`src/rtl/ext_io_pkg.sv`:
```
// Shared definitions for the extension IO bank self-test sequencer.
//   phase_e   : 3-bit phase code, also presented on the sequencer's phase output
//   IO_W_DEF  : default number of extension IO pins (multiple of 4)
//   PIN_IDX_W : width of the pin_idx output
package ext_io_pkg;

   typedef enum logic [2:0] {
      PH_IDLE   = 3'd0,
      PH_ALL_LO = 3'd1,
      PH_ALL_HI = 3'd2,
      PH_WALK1  = 3'd3,
      PH_WALK0  = 3'd4,
      PH_CNT    = 3'd5,
      PH_DONE   = 3'd6
   } phase_e;

   localparam int IO_W_DEF  = 36;
   localparam int PIN_IDX_W = 6;

endpackage

```
`src/rtl/ext_io_dwell_timer.sv`:
```
// Loadable down-counter that times each step of the self-test schedule.
//   clk40M   : system clock, rising edge
//   rst      : synchronous active-high reset (count -> 0)
//   load     : load load_val on this edge (takes priority over counting)
//   load_val : value to load, normally dwell-1
//   expire   : high while the count reads 0; the current step ends on this cycle
module ext_io_dwell_timer #(
   parameter int DWELL_W = 16
) (
   input  logic               clk40M,
   input  logic               rst,
   input  logic               load,
   input  logic [DWELL_W-1:0] load_val,
   output logic               expire
);

   logic [DWELL_W-1:0] count_q;
   logic [DWELL_W-1:0] count_d;

   always_comb begin
      count_d = count_q;
      if (load) begin
         count_d = load_val;
      end else if (count_q != '0) begin
         count_d = count_q - DWELL_W'(1);
      end
   end

   always_ff @(posedge clk40M) begin
      if (rst) begin
         count_q <= '0;
      end else begin
         count_q <= count_d;
      end
   end

   assign expire = (count_q == '0);

endmodule

```
`src/rtl/ext_io_test_seq.sv`:
```
// Self-test sequencer for the extension IO bank.
// On an accepted start it drives the bank through ALL_LO, ALL_HI, WALK1,
// WALK0 and a divided-counter phase, then pulses done for one cycle.
//   clk40M  : 40 MHz clock, all logic on its rising edge
//   rst     : synchronous active-high reset
//   start   : one-cycle request, accepted only in IDLE with abort low
//   abort   : level-sampled; returns to IDLE on the next edge from any busy/DONE state
//   loop_en : restart from ALL_LO after DONE
//   dwell   : cycles per step, latched on start / loop restart, 0 behaves as 1
//   ext_io  : registered pin drive
//   busy    : high from ALL_LO through CNT
//   done    : one-cycle pulse in the DONE phase
//   phase   : current phase code (also the FSM state for observation)
//   pin_idx : active pin during WALK1/WALK0, 0 otherwise
// Next-state and next-output values are computed together in one always_comb,
// so every output is registered and moves on the same edge as the phase.
module ext_io_test_seq
   import ext_io_pkg::*;
#(
   parameter int IO_W    = IO_W_DEF,
   parameter int CNT_W   = 16,
   parameter int DWELL_W = 16
) (
   input  logic                 clk40M,
   input  logic                 rst,
   input  logic                 start,
   input  logic                 abort,
   input  logic                 loop_en,
   input  logic [DWELL_W-1:0]   dwell,
   output logic [IO_W-1:0]      ext_io,
   output logic                 busy,
   output logic                 done,
   output logic [2:0]           phase,
   output logic [PIN_IDX_W-1:0] pin_idx
);

   localparam logic [PIN_IDX_W-1:0] LAST_PIN = PIN_IDX_W'(IO_W - 1);
   localparam logic [IO_W-1:0]      ONE_HOT0 = IO_W'(1);

   phase_e                 phase_q,   phase_d;
   logic [DWELL_W-1:0]     dwell_q,   dwell_d;
   logic [PIN_IDX_W-1:0]   pin_idx_q, pin_idx_d;
   logic [CNT_W-1:0]       cnt_q,     cnt_d;
   logic [IO_W-1:0]        ext_io_q,  ext_io_d;
   logic                   busy_q,    busy_d;
   logic                   done_q,    done_d;

   logic                   tmr_load;
   logic [DWELL_W-1:0]     tmr_load_val;
   logic                   tmr_expire;
   logic [DWELL_W-1:0]     dwell_eff;

   ext_io_dwell_timer #(.DWELL_W(DWELL_W)) u_dwell_timer (
      .clk40M   (clk40M),
      .rst      (rst),
      .load     (tmr_load),
      .load_val (tmr_load_val),
      .expire   (tmr_expire)
   );

   always_comb begin
      dwell_eff    = (dwell == '0) ? DWELL_W'(1) : dwell;
      phase_d      = phase_q;
      dwell_d      = dwell_q;
      pin_idx_d    = pin_idx_q;
      cnt_d        = '0;
      tmr_load     = 1'b0;
      tmr_load_val = dwell_q - DWELL_W'(1);

      unique case (phase_q)
         PH_IDLE: begin
            if (start && !abort) begin
               phase_d      = PH_ALL_LO;
               dwell_d      = dwell_eff;
               tmr_load     = 1'b1;
               // dwell_q is not yet latched, so load from the live input
               tmr_load_val = dwell_eff - DWELL_W'(1);
            end
         end
         PH_ALL_LO: begin
            if (tmr_expire) begin
               phase_d  = PH_ALL_HI;
               tmr_load = 1'b1;
            end
         end
         PH_ALL_HI: begin
            if (tmr_expire) begin
               phase_d   = PH_WALK1;
               pin_idx_d = '0;
               tmr_load  = 1'b1;
            end
         end
         PH_WALK1: begin
            if (tmr_expire) begin
               tmr_load = 1'b1;
               if (pin_idx_q == LAST_PIN) begin
                  phase_d   = PH_WALK0;
                  pin_idx_d = '0;
               end else begin
                  pin_idx_d = pin_idx_q + PIN_IDX_W'(1);
               end
            end
         end
         PH_WALK0: begin
            if (tmr_expire) begin
               if (pin_idx_q == LAST_PIN) begin
                  // cnt_d defaults to 0, so the counter phase starts at 0
                  phase_d   = PH_CNT;
                  pin_idx_d = '0;
               end else begin
                  tmr_load  = 1'b1;
                  pin_idx_d = pin_idx_q + PIN_IDX_W'(1);
               end
            end
         end
         PH_CNT: begin
            cnt_d = cnt_q + CNT_W'(1);
            if (cnt_q == '1) begin
               phase_d = PH_DONE;
            end
         end
         PH_DONE: begin
            if (loop_en) begin
               phase_d      = PH_ALL_LO;
               dwell_d      = dwell_eff;
               tmr_load     = 1'b1;
               tmr_load_val = dwell_eff - DWELL_W'(1);
            end else begin
               phase_d = PH_IDLE;
            end
         end
         default: begin
            phase_d = PH_IDLE;
         end
      endcase

      // Abort overrides every transition above, including a loop restart in DONE.
      if (abort && (phase_q != PH_IDLE)) begin
         phase_d   = PH_IDLE;
         pin_idx_d = '0;
         cnt_d     = '0;
         tmr_load  = 1'b0;
      end

      busy_d = (phase_d != PH_IDLE) && (phase_d != PH_DONE);
      done_d = (phase_d == PH_DONE);

      ext_io_d = '0;
      unique case (phase_d)
         PH_ALL_HI: ext_io_d = '1;
         PH_WALK1:  ext_io_d = ONE_HOT0 << pin_idx_d;
         PH_WALK0:  ext_io_d = ~(ONE_HOT0 << pin_idx_d);
         PH_CNT: begin
            // Every 4-pin group carries the same top four counter bits,
            // giving each group the same four divided frequencies.
            for (int k = 0; k < IO_W / 4; k++) begin
               ext_io_d[4*k +: 4] = cnt_d[CNT_W-1 -: 4];
            end
         end
         default:   ext_io_d = '0;
      endcase
   end

   always_ff @(posedge clk40M) begin
      if (rst) begin
         phase_q   <= PH_IDLE;
         dwell_q   <= '0;
         pin_idx_q <= '0;
         cnt_q     <= '0;
         ext_io_q  <= '0;
         busy_q    <= 1'b0;
         done_q    <= 1'b0;
      end else begin
         phase_q   <= phase_d;
         dwell_q   <= dwell_d;
         pin_idx_q <= pin_idx_d;
         cnt_q     <= cnt_d;
         ext_io_q  <= ext_io_d;
         busy_q    <= busy_d;
         done_q    <= done_d;
      end
   end

   assign ext_io  = ext_io_q;
   assign busy    = busy_q;
   assign done    = done_q;
   assign phase   = phase_q;
   assign pin_idx = pin_idx_q;

endmodule

```
`config.mk`:
```
export PLATFORM = sky130hd
export DESIGN_NAME = ext_io_test_seq
export DESIGN_NICKNAME = d
export VERILOG_FILES = /design/src/rtl/ext_io_pkg.sv /design/src/rtl/ext_io_dwell_timer.sv /design/src/rtl/ext_io_test_seq.sv
export SDC_FILE = /design/constraint.sdc
export NUM_CORES = 1
export LEC_CHECK = 0
export CORE_MARGIN = 5
export CORE_UTILIZATION = 55
export DETAILED_ROUTE_END_ITERATION = 10
export PLACE_DENSITY_LB_ADDON = 0.3
export SLEW_MARGIN = 20
export SYNTH_ARGS = -nofsm -noshare
export SYNTH_HDL_FRONTEND = slang
export SYNTH_HIERARCHICAL = 1
export SYNTH_SLANG_ARGS = --single-unit
```
`constraint.sdc`:
```
create_clock -name clk40M -period 5.51 [get_ports clk40M]
set_input_delay 0.551 -clock clk40M [delete_from_list [all_inputs] [get_ports clk40M]]
set_output_delay 0.551 -clock clk40M [all_outputs]
set_load 0.03 [all_outputs]
```
==> flow_metrics.py, run 1 <==
metrics = {
    "critical_path": {
        "r2r-start": "u_dwell_timer/count_q[0]$_SDFFE_PP0P_",
        "startpoint_type": "register",
        "arrival_ps": 4730,
        "cp-end-kind": "register",
        "regToRegEndpoint": "ext_io[23]$_SDFF_PP0_",
        "r2r_slack_ps": 1060,
        "crit_fanout": 17,
        "critPathKind": "register to register",
        "cp.required_ps": 5800,
        "rr_worst_depth": 12,
    },
    "clocking": {
        "clkSinkCount": 95,
        "postCtsSetupBuffers": 0,
        "cts_resized": 0,
        "clock_path_buffers": 2,
        "htree_num_levels": 3,
        "clkLatencyLatePin_ps": 370,
        "numCtsBuffers": 9,
        "ctsHoldBuffers": 0,
        "cts_tree": "built",
        "path_clk_slew_ps": 90,
        "root_buffer": "clkbuf_8",
    },
    "synthesis": {
        "ys_seq_area_share_pct": 34.8,
        "yosys.area_share.simple_pct": 30.5,
        "syn_area_um2": 5470,
        "syn-instance-count": 686,
        "synth_mux_area_share_pct": 0.549,
        "synthXorXnorAreaFrac_pct": 7.37,
        "avgSynthCellArea_um2": 7.97,
        "yosysMostFrequentCell": "nand2_1",
        "synth_seq_cells": 95,
        "ys_types": 81,
        "synthTopCellsByArea": "dfxtp_1 35%, nand2_1 6.9%, nor2_1 4.4%",
        "synth_fa_ha_area_share_pct": 1.14,
        "yosysTopAreaCell": "dfxtp_1",
        "synth_top_family_by_area": "simple AND/OR/NAND/NOR gates",
        "synth_compound_area_share_pct": 21.5,
        "yosysWarnings": 6,
        "synth_ff_type": "dfxtp_1",
        "synth_edf_count": 0,
        "synth_fp_nets": 712,
        "synthTopCellsByCount": "101 x nand2_1, 95 x dfxtp_1, 64 x nor2_1, 47 x o21ai_0, 38 x a21oi_1",
        "async_flop_share_pct": 0,
        "synth_top_area_share_pct": 34.8,
    },
    "sta": {
        "fmax_ghz": 0.225,
        "rsz0062_at_grt": "no",
        "slew_viol_final": 0,
        "worstMarginPinSlew_ps": 1030,
        "skew_ps": 10.3,
        "whs_ps": 472,
        "finalSetupViolCount": 0,
        "relSlewSlack_pct": 30.9,
        "finalSetupTns_ps": 0,
        "fin_crit_sh_pct": 80.7,
        "period_minus_slack_ps": 4450,
        "report.final.hold_viol_count": 0,
    },
    "die": {
        "die_w_um": 110,
        "die_y_um": 110,
        "rows": 36,
        "die-area_um2": 12000,
        "initial_core_util_pct": 56.2,
        "core_area_um2": 9730,
        "boundaryPins": 68,
    },
    "detailed_routing": {
        "wl_mm": 13.4,
        "drtIter0Drc": 406,
        "firstDrtPassIters": 5,
        "ant_nets": 0,
        "vias_per_cell": 6.07,
        "drc_errors": 0,
        "num_vias": 5302,
        "wl_per_cell_um": 15.3,
    },
    "worst_hold_path": {
        "hold_path.class": "register to register",
        "hold_start": "cnt_q[0]$_SDFF_PP0_",
        "min_delay_worst_endpoint": "cnt_q[0]$_SDFF_PP0_",
        "whs_path_depth": 1,
    },
    "placed_design": {
        "place.gp.congestion": 0.912,
        "io_buffer_count": 67,
        "dp_hpwl_mm": 9.98,
        "dp.cells": 858,
    },
    "cells_and_area": {
        "num-fill-cells": 858,
        "synthToLayoutAreaGrowth_pct": 16.5,
        "fin_nets": 762,
        "fin_cells": 874,
        "drive_gt1_share_pct": 7.15,
        "num_antenna_cells": 0,
    },
    "power": {
        "power_density_nw_per_um2": 335,
        "ir_drop_v": 0.000194,
        "p_leak_nw": 2.14,
    },
    "global_routing": {
        "grt_max_degree": 37,
        "grt_pass1_vias": 4908,
        "grtUsageTotal_pct": 22.9,
        "grt_pass1_wl_mm": 22.4,
        "grt-ovfl-total": 0,
        "antenna_found_initial": 0,
    },
    "run": {
        "maxCapViolCount": 0,
    },
    "run_status": {
        "outcome": "completed",
    },
}
-- per-layer routing --
layer	vias up	track usage [%]	wire, µm
met1	2501	31.1	5930
met5	-	0	0
li1	2575	-	-
met4	0	7.93	257
met2	191	36.1	6220
met3	35	4.70	1000
-- cells by family (layout without fill, tap and decap cells) --
logic type | count (synthesis) | count (layout)
DFF | 95 | 95
AOI/OAI and AO/OA | 174 | 174
buffers and inverters | 49 | 104
muxes | 3 | 3
adders and majority gates | 5 | 5
and+or+nand+nor | 314 | 314
xor gates and xnor gates | 46 | 46
-- through the flow --
stage / total power, mW / util (%) / instance area (µm²) / setup slack, ps
after floorplan: 1.52 / - / 5470 / 1840
final: 2.13 / 65.4 / 6360 / 1060
after CTS: 2.13 / 65.4 / 6360 / 1130
after global placement: 1.66 / 63.5 / 6170 / 1370
after global routing: 2.27 / 65.4 / 6360 / 764
after detailed placement: 1.68 / 63.5 / 6170 / 1140
-- worst max-delay path, cell delays in order, from the launching register on --
cell and delay (ps):
dfxtp_1 340, inv_1 80, ha_1 190, or3b_2 530
or4_4 580, nor2_1 110, buf_4 210, nand2_1 110
a2111oi_2 340, a211o_1 510, nand4_1 600, or3_1 560
o211ai_1 200
-- power by group --
group	switching [mW]	internal, mW
clock	0.236	0.210
combinational	0.485	0.341
sequential	0.100	0.759
total	0.821	1.31
-- layout by cell type, fill, tap and decap left out, drive strengths merged, types with 5 or more instances in the layout --
| cell type | n |
|---|---|
| a21oi | 39 |
| and2 | 6 |
| and3 | 8 |
| buf | 6 |
| clkbuf | 11 |
| clkdlybuf4s50 | 67 |
| dfxtp | 95 |
| ha | 5 |
| inv | 15 |
| nand2 | 103 |
| nand2b | 7 |
| nand3 | 23 |
| nand4 | 17 |
| nor2 | 66 |
| nor2b | 10 |
| nor3 | 22 |
| nor4 | 12 |
| o211ai | 25 |
| o21ai | 53 |
| o31ai | 15 |
| or3 | 9 |
| or4 | 8 |
| xnor2 | 27 |
| xor2 | 19 |
-- layout make-up --
cell class | instances | area (µm²) | share of cell area (%)
clock buffers | 11 | 131 | 2.06
clock inverters | 5 | 58.8 | 0.924
inverters | 15 | 56.3 | 0.885
multi-input cells | 542 | 3330 | 52.4
flip-flops and latches | 95 | 1900 | 29.9
well taps | 133 | 166 | 2.61
repair buffers | 73 | 716 | 11.2
-- worst max-delay path by stage --
stage                     cells after the start                                     end  slack, ps                             startpoint
after floorplan                              13  u_dwell_timer/count_q[13]$_SDFFE_PP0P_       1840  u_dwell_timer/count_q[0]$_SDFFE_PP0P_
after global placement                       12                   ext_io[27]$_SDFF_PP0_       1370  u_dwell_timer/count_q[0]$_SDFFE_PP0P_
after detailed placement                     12                   ext_io[23]$_SDFF_PP0_       1140  u_dwell_timer/count_q[0]$_SDFFE_PP0P_
after CTS                                    12                   ext_io[23]$_SDFF_PP0_       1130  u_dwell_timer/count_q[0]$_SDFFE_PP0P_
after global routing                         12                   ext_io[23]$_SDFF_PP0_        760  u_dwell_timer/count_q[0]$_SDFFE_PP0P_
final                                        12                   ext_io[23]$_SDFF_PP0_       1060  u_dwell_timer/count_q[0]$_SDFFE_PP0P_
-- state kept, by name, summed over array words and instances (netlist names) --
register	cells
busy	1
done	1
phase	3
u_dwell_timer/count_q	16
cnt_q	16
pin_idx	6
dwell_q	16
ext_io	36
No activity file was read; power rests on OpenSTA's default activity.
==> run 2, diff against run 1 <==
clock period = 4.3 ns   (was 5.51 ns; I/O delays follow)
==> flow_metrics.py, run 2 (synthesis results as in run 1) <==
metrics = {
    "die": {
        "die-area_um2": 12000,
        "die_w_um": 110,
        "rows": 36,
        "die_y_um": 110,
        "core_area_um2": 9730,
        "boundaryPins": 68,
        "initial_core_util_pct": 56.2,
    },
    "sta": {
        "period_minus_slack_ps": 3950,
        "finalSetupViolCount": 0,
        "rsz0062_at_grt": "no",
        "relSlewSlack_pct": 29.8,
        "worstMarginPinSlew_ps": 1040,
        "slew_viol_final": 0,
        "fin_crit_sh_pct": 91.8,
        "report.final.hold_viol_count": 0,
        "finalSetupTns_ps": 0,
        "skew_ps": 14.0,
        "fmax_ghz": 0.253,
    },
    "clocking": {
        "clkSinkCount": 95,
        "numCtsBuffers": 9,
        "cts_tree": "built",
        "htree_num_levels": 3,
        "ctsHoldBuffers": 0,
        "clkLatencyLatePin_ps": 370,
        "postCtsSetupBuffers": 0,
        "root_buffer": "clkbuf_8",
        "cts_resized": 0,
        "clock_path_buffers": 2,
        "path_clk_slew_ps": 90,
    },
    "critical_path": {
        "critPathKind": "register to register",
        "startpoint_type": "register",
        "cp.required_ps": 4580,
        "arrival_ps": 4230,
        "r2r_slack_ps": 350,
        "cp-end-kind": "register",
        "crit_fanout": 16,
    },
    "power": {
        "power_density_nw_per_um2": 438,
        "ir_drop_v": 0.000327,
        "combPwrFrac_pct": 37.9,
        "switching_share_pct": 37.8,
        "p_int_mw": 1.75,
        "p_leak_nw": 2.19,
        "switching_power_mw": 1.06,
        "p_seq_share_pct": 39.2,
        "clkPwrFrac_pct": 22.9,
    },
    "cells_and_area": {
        "synthToLayoutAreaGrowth_pct": 17.7,
        "final_cell_mix": "101 x nand2_1, 95 x dfxtp_1, 67 x clkdlybuf4s50_1",
        "largest_register_ffs": 36,
        "fin_nets": 767,
        "num_antenna_cells": 0,
        "num-fill-cells": 855,
        "layout_commonest_cell": "nand2_1",
        "drive_gt1_share_pct": 7.92,
        "post-route-util_pct": 66.1,
    },
    "global_routing": {
        "grt_max_degree": 37,
        "antenna_found_initial": 0,
        "grt_pass1_wl_mm": 23.8,
        "grt_pass1_vias": 5091,
        "grtUsageTotal_pct": 24.3,
        "grt-ovfl-total": 0,
    },
    "run": {
        "maxCapViolCount": 0,
    },
    "detailed_routing": {
        "firstDrtPassIters": 5,
        "num_vias": 5305,
        "wl_per_cell_um": 15.9,
        "vias_per_cell": 6.04,
        "wl_mm": 13.9,
        "drtIter0Drc": 481,
        "ant_nets": 0,
        "drc_errors": 0,
    },
    "placed_design": {
        "dp_hpwl_mm": 10.3,
        "place.gp.congestion": 0.894,
        "io_buffer_count": 67,
    },
    "run_status": {
        "outcome": "completed",
    },
    "worst_hold_path": {
        "hold_path.class": "register to register",
    },
}
[run 2: cell count changes in the layout (fill, tap and decap cells not counted)]
cell	before	now
bufinv_16	1	2
clkbuf_1	2	0
clkinv_4	1	2
clkbuf_8	9	10
buf_4	6	11
clkinvlp_4	2	0
[run 2: final cells by class]
| class | count | area [µm²] | area share, % |
|---|---|---|---|
| Clock buffer | 10 | 138 | 2.14 |
| Clock inverter | 5 | 82.6 | 1.28 |
| Inverter | 15 | 56.3 | 0.875 |
| Multi-Input combinational cell | 542 | 3330 | 51.8 |
| Sequential cell | 95 | 1900 | 29.6 |
| Tap cell | 133 | 166 | 2.59 |
| Timing Repair Buffer | 78 | 753 | 11.7 |
[run 2: power by group through the flow]
stage / sequential, mW / clock, mW / combinational (mW)
finish: 1.10 / 0.645 / 1.07
CTS: 1.10 / 0.657 / 1.06
floorplan: 1.09 / 0 / 0.850
global route: 1.12 / 0.692 / 1.19
global placement: 1.11 / 0 / 1.02
detailed placement: 1.12 / 0 / 1.05
[run 2: through the flow]
stage / setup slack [ps] / std cells / area, µm² / total power [mW] / hold WS, ps
after floorplan: 628 / 686 / 5470 / 1.94 / 430
after global placement: 635 / 863 / 6210 / 2.13 / 443
after detailed placement: 453 / 863 / 6210 / 2.17 / 460
after CTS: 384 / 878 / 6430 / 2.81 / 479
after global routing: 149 / 878 / 6430 / 3.01 / 491
final: 352 / 878 / 6430 / 2.82 / 471
[run 2: path summary, 6_finish.rpt]
check | start | end | cells after the start
setup reg to reg | u_dwell_timer/count_q[0]$_SDFFE_PP0P_ | ext_io[23]$_SDFF_PP0_ | 13
hold / removal | cnt_q[0]$_SDFF_PP0_ | cnt_q[0]$_SDFF_PP0_ | 1
setup / recovery | u_dwell_timer/count_q[0]$_SDFFE_PP0P_ | ext_io[23]$_SDFF_PP0_ | 13
hold reg to reg | cnt_q[0]$_SDFF_PP0_ | cnt_q[0]$_SDFF_PP0_ | 1
[run 2: per-layer routing]
layer | routed length [µm] | track usage (%) | part of all wire (%)
met1 | 6170 | 33.0 | 44
met2 | 6590 | 39.2 | 47
met3 | 947 | 3.52 | 6.8
met4 | 223 | 8.99 | 1.6
met5 | 0 | 0 | 0
[run 2: critical path, cell delays in order (launching register included)]
cell,delay (ps)
dfxtp_1,340
inv_1,80
ha_1,200
or3b_2,530
or4_4,590
nor2_1,110
buf_4,210
nand4_1,150
o21a_1,220
a32o_1,330
nor2_4,240
nand4_1,230
or3_1,410
o211ai_1,220
==> run 3, diff against run 2 <==
SKIP_LAST_GASP = 1   (was default)
==> results of run 3 <==
No change in the layout: final DEF, timing and power equal those of run 2.
